$ cat src/rtl/hazard_scoreboard_unit.sv
// hazard_scoreboard_unit
// Hazard and forwarding controller for the pipelined RISC-V core. It keeps its
// own record of in-flight writers from EX (stage 0) down to stage DEPTH, and
// from that record drives the EX operand forwarding selects and the ID load-use
// stall.
// Optional feature macro: HAZARD_STATS_EN adds the stall_cnt / fwd_cnt counters.
module hazard_scoreboard_unit #(
    parameter int AW         = 5,
    parameter int DEPTH      = 3,
    parameter int LOAD_READY = 2,
    parameter int SELW       = $clog2(DEPTH + 1)
) (
    input  logic            clk,
    input  logic            rst_n,
    input  logic            id_valid,
    input  logic [AW-1:0]   id_rs1,
    input  logic [AW-1:0]   id_rs2,
    input  logic            id_use_rs1,
    input  logic            id_use_rs2,
    input  logic [AW-1:0]   id_rd,
    input  logic            id_we,
    input  logic            id_is_load,
    input  logic            flush,
    output logic [SELW-1:0] fwd_a,
    output logic [SELW-1:0] fwd_b,
    output logic            stall
`ifdef HAZARD_STATS_EN
    ,
    output logic [31:0]     stall_cnt,
    output logic [31:0]     fwd_cnt
`endif
);

    // Per-stage producer record; index 0 is EX, index DEPTH is the last stage
    // before the register file holds the value.
    logic [DEPTH:0]  st_valid;
    logic [DEPTH:0]  st_we;
    logic [AW-1:0]   st_rd [DEPTH+1];

    // Only stages 0..DEPTH-1 take part in the stall decision, so the load flag
    // of the final stage is never needed and is not kept.
    logic [DEPTH-1:0] st_load;

    // Source operands of the instruction currently in EX.
    logic [AW-1:0]   ex_rs1;
    logic [AW-1:0]   ex_rs2;
    logic            ex_use1;
    logic            ex_use2;

    logic            capture;
    logic            hit1;
    logic            hit2;

    assign capture = !stall && !flush;

    // Shift the tracker one stage per cycle; EX takes ID or becomes a bubble.
    always_ff @(posedge clk or negedge rst_n) begin
        if (!rst_n) begin
            st_valid <= '0;
            st_we    <= '0;
            st_load  <= '0;
            for (int k = 0; k <= DEPTH; k++) begin
                st_rd[k] <= '0;
            end
            ex_rs1  <= '0;
            ex_rs2  <= '0;
            ex_use1 <= 1'b0;
            ex_use2 <= 1'b0;
        end else begin
            for (int k = 0; k < DEPTH; k++) begin
                st_valid[k+1] <= st_valid[k];
                st_we[k+1]    <= st_we[k];
                st_rd[k+1]    <= st_rd[k];
            end
            for (int k = 0; k < DEPTH - 1; k++) begin
                st_load[k+1] <= st_load[k];
            end
            if (capture) begin
                st_valid[0] <= id_valid;
                st_we[0]    <= id_we;
                st_rd[0]    <= id_rd;
                st_load[0]  <= id_is_load;
                ex_rs1      <= id_rs1;
                ex_rs2      <= id_rs2;
                ex_use1     <= id_use_rs1 & id_valid;
                ex_use2     <= id_use_rs2 & id_valid;
            end else begin
                st_valid[0] <= 1'b0;
                st_we[0]    <= 1'b0;
                st_rd[0]    <= '0;
                st_load[0]  <= 1'b0;
                ex_rs1      <= '0;
                ex_rs2      <= '0;
                ex_use1     <= 1'b0;
                ex_use2     <= 1'b0;
            end
        end
    end

    // Forwarding select: scan oldest to youngest so the youngest match wins.
    always_comb begin
        fwd_a = '0;
        fwd_b = '0;
        for (int k = DEPTH; k >= 1; k--) begin
            if (st_valid[0] && ex_use1 && (ex_rs1 != '0) &&
                st_valid[k] && st_we[k] && (st_rd[k] == ex_rs1)) begin
                fwd_a = SELW'(k);
            end
            if (st_valid[0] && ex_use2 && (ex_rs2 != '0) &&
                st_valid[k] && st_we[k] && (st_rd[k] == ex_rs2)) begin
                fwd_b = SELW'(k);
            end
        end
    end

    // Load-use stall: the youngest writer of each ID source decides, so a
    // younger ALU write shadows an older load of the same register.
    always_comb begin
        hit1 = 1'b0;
        hit2 = 1'b0;
        for (int k = DEPTH - 1; k >= 0; k--) begin
            if (st_valid[k] && st_we[k] && (st_rd[k] == id_rs1)) begin
                hit1 = st_load[k] && (k + 1 < LOAD_READY);
            end
            if (st_valid[k] && st_we[k] && (st_rd[k] == id_rs2)) begin
                hit2 = st_load[k] && (k + 1 < LOAD_READY);
            end
        end
        stall = id_valid && !flush &&
                ((id_use_rs1 && (id_rs1 != '0) && hit1) ||
                 (id_use_rs2 && (id_rs2 != '0) && hit2));
    end

`ifdef HAZARD_STATS_EN
    // Free-running wrap-around counters of stall cycles and forwarding cycles.
    always_ff @(posedge clk or negedge rst_n) begin
        if (!rst_n) begin
            stall_cnt <= '0;
            fwd_cnt   <= '0;
        end else begin
            if (stall) begin
                stall_cnt <= stall_cnt + 32'd1;
            end
            if ((fwd_a != '0) || (fwd_b != '0)) begin
                fwd_cnt <= fwd_cnt + 32'd1;
            end
        end
    end
`endif

endmodule

$ cat config.mk
export PLATFORM = sky130hd
export DESIGN_NAME = hazard_scoreboard_unit
export DESIGN_NICKNAME = d
export VERILOG_FILES = /design/src/rtl/hazard_scoreboard_unit.sv
export SDC_FILE = /design/constraint.sdc
export NUM_CORES = 1
export LEC_CHECK = 0
export BUFFER_PORTS_ARGS = -buffer_cell sky130_fd_sc_hd__buf_2
export CAP_MARGIN = 0
export CORE_ASPECT_RATIO = 0.9
export CORE_MARGIN = 2
export CORE_UTILIZATION = 57
export CTS_CLUSTER_DIAMETER = 80
export DETAILED_ROUTE_END_ITERATION = 16
export PLACE_DENSITY = 0.8
export SETUP_SLACK_MARGIN = 0.4
export SLEW_MARGIN = 20
export SYNTH_ARGS = -nofsm -noshare
export SYNTH_HDL_FRONTEND = slang
export SYNTH_SLANG_ARGS = --single-unit
$ cat constraint.sdc
create_clock -name clk -period 2.5 [get_ports clk]
set_clock_uncertainty 0.05 [all_clocks]
set_input_delay 0.375 -clock clk [delete_from_list [all_inputs] [get_ports clk]]
set_output_delay 0.375 -clock clk [all_outputs]
set_load 0.03 [all_outputs]
==> flow_summary.yaml <==
outcome:
  run_status: "complete, no violations"
finish:
  multiInputGateArea_um2: 1170
  fill_cells: 208
  antenna_diode_count: 0
  drive_gt1_frac: 0.447
  finalNetCount: 251
  final-seq-area_um2: 1040
  area_growth_pct: 31.1
floorplan:
  std_cell_rows: 20
  chipWidth_um: 67.5
  die_area_um2: 4120
  chipHeight_um: 61.1
  design.portCount: 28
  floorplan.initialDensity: 0.603
  design.core.area_um2: 3430
worst_setup_path:
  largest_driver_fanout_on_the_critical_path: 4
  cp-start-kind: "flip-flop"
  critical_path_class: "flip-flop to output port"
  rr_worst_depth: 6
  worst_setup_path_startpoint: "ex_rs1[2]$_DFF_PN0_"
  worstPathRequired_ns: 2.08
  worst_r2r_startpoint: "st_rd[16]$_DFF_PN0_"
  critical_path_arrival_ns: 2.02
  critPathCaptureType: "output port"
synth:
  synth.yosys.seq_area_share: 0.497
  postSynthAreaPerCell_um2: 11.6
  yosys-top-cells-count: "dfrtp_1 (41), xnor2_1 (20), nand2b_1 (18), xor2_1 (18), a211oi_2 (10)"
  ys_warn_count: 0
  ys_ff_latch: 41
  synth_top_cell_by_area: "dfrtp_1"
  dominantRegCellSynth: "dfrtp_1"
  asyncSetResetFlopFracSynth: 1.00
  syn_nets: 201
  netlist-cell-type-count: 34
  yosys-top-cells-area: "dfrtp_1 (50%), xnor2_1 (8.5%), xor2_1 (7.6%)"
  synthesis.instances: 178
  yosysTopAreaCellShare: 0.497
  synth-edff-count: 0
  yosysMostFrequentCell: "dfrtp_1"
  mappedNetlistArea_um2: 2070
sta:
  fmax_mhz: 409
  hold_viol: 0
  report.final.slew_viol_count: 0
  final.min_clock_period_ns: 2.44
  timing.setup.tns_ns: 0
  setup_viol_count_final: 0
  period_share: 0.978
  slew_headroom: 0.444
  worst_pin_slew_ns: 0.834
  post-route-worst-setup-slack_ns: 0.0556
  rsz0062_at_grt: "yes"
grt:
  global_route_wire_length_before_repair_um: 7650
  grt_usage: 0.264
  grt_antenna_before_repair: 0
  grt_pass1_vias: 1603
  global_route.overflow_total: 0
  largest_net_degree_at_the_start_of_global_routing: 42
drt:
  totalWireLength_um: 4840
  drcViolationCount: 0
  detailroute.via_count: 1601
  final_antenna_net_count: 0
  detailedRoute.firstIterationViolations: 66
  drt-vias-per-instance: 5.89
  drt_first_pass_iters: 4
  drt-wirelength-per-cell_um: 17.8
clocking:
  numClockSinks: 41
  clock_tree_from_tritoncts: "yes"
  ctsLongestPathBuffers: 2
  clock-root-buffer: "clkbuf_8"
  cts.reportedPaths.clkPinSlew_ns: 0.07
  htreeDepth: 2
  worstSkewPairLatency_ns: 0.28
  cts_hold_buf: 0
  number_of_buffers_created_by_cts: 5
pwr:
  vdd_drop_max_uv: 273
  design_power_w: 0.00137
  power_leakage_nw: 1.19
  power_density_nw_per_um2: 508
place:
  place_worst_setup_slack_ns: 0.301
  place_congestion: 0.957
  io_buffer_count: 27
  dp.final_hpwl_um: 3220
job:
  timing.max_cap.violations: 0
min_path:
  min-delay-path-class: "primary input to asynchronous set/reset pin"
==> metal layers <==
layer,wire [µm],up-vias,global-route usage
met5,0,-,0
met4,159,0,0.152
met3,188,16,0.0475
met1,2020,786,0.306
met2,2470,54,0.467
li1,-,745,-
==> cells in the final DEF, fill, tap and decap left out, types with 2 or more instances in the layout <==
master / count
nor4_2: 2
nand2_1: 7
xor2_1: 18
or4_1: 2
buf_12: 2
or4_4: 3
inv_1: 3
xnor2_2: 7
dfrtp_2: 9
buf_4: 20
xnor2_4: 2
xnor2_1: 11
a211oi_2: 10
a211oi_1: 7
clkbuf_8: 6
nand2b_1: 18
or2b_1: 2
a21oi_2: 2
dfrtp_1: 32
buf_6: 4
nand3_1: 5
or3_4: 3
nor2_1: 3
buf_2: 22
nor4_1: 6
nand4_1: 5
==> cells by family after synthesis <==
family | share of synthesized area
DFF | 0.497
buffers and inverters | 0.0285
xor gates and xnor gates | 0.161
AOI/OAI and AO/OA | 0.118
and+or+nand+nor | 0.196
==> worst max-delay path: stages (launching register included) <==
cell and delay (ns):
dfrtp_2 0.42, or4_1 0.52, o211ai_1 0.21, buf_4 0.18
or4_4 0.14, o21a_1 0.13, buf_6 0.13
==> final cells by class <==
type,instances,area share
Tap cell,44,0.0203
Sequential cell,41,0.383
Timing Repair Buffer,48,0.127
Clock buffer,7,0.0319
Inverter,3,0.00416
Multi-Input combinational cell,129,0.433
==> through the flow <==
stage	std cells	hold slack (ns)	cell area, µm²	utilization
after global placement	246	0.304	2230	0.651
after global routing	272	0.207	2710	0.790
after CTS	271	0.168	2640	0.771
after floorplan	178	0.0294	2070	-
final	272	0.132	2710	0.790
after detailed placement	246	0.311	2230	0.651
==> repair_timing <==
item	in CTS	in global routing
gates resized for setup	37	9
buffers inserted	18	1
setup endpoints to repair	22	5
pin swaps	13	7
==> worst paths after layout <==
| kind | end | slack (ns) |
|---|---|---|
| worst max register to register | ex_rs1[2]$_DFF_PN0_ | 0.82 |
| min in group clk | st_rd[19]$_DFF_PN0_ | 0.27 |
| worst min-delay path | st_rd[3]$_DFF_PN0_ | 0.13 |
| max in group asynchronous | ex_rs1[2]$_DFF_PN0_ | 1.69 |
| worst min register to register | st_we[3]$_DFF_PN0_ | 0.32 |
| worst max-delay path | fwd_a[1] | 0.06 |
==> registers in the layout, summed over array words and instances (netlist names) <==
name,flops
st_rd,20
ex_rs1,5
ex_rs2,5
st_valid,4
st_we,4
ex_use1,1
ex_use2,1
st_load,1
==> power by group <==
part | internal, W | total (W) | switching (W) | leakage, nW
Clock | 0.000219 | 0.000418 | 0.000200 | 0.0443
Sequential | 0.000698 | 0.000736 | 0.0000383 | 0.518
Combinational | 0.000109 | 0.000220 | 0.000111 | 0.628
No activity file was read; power rests on OpenSTA's default activity.
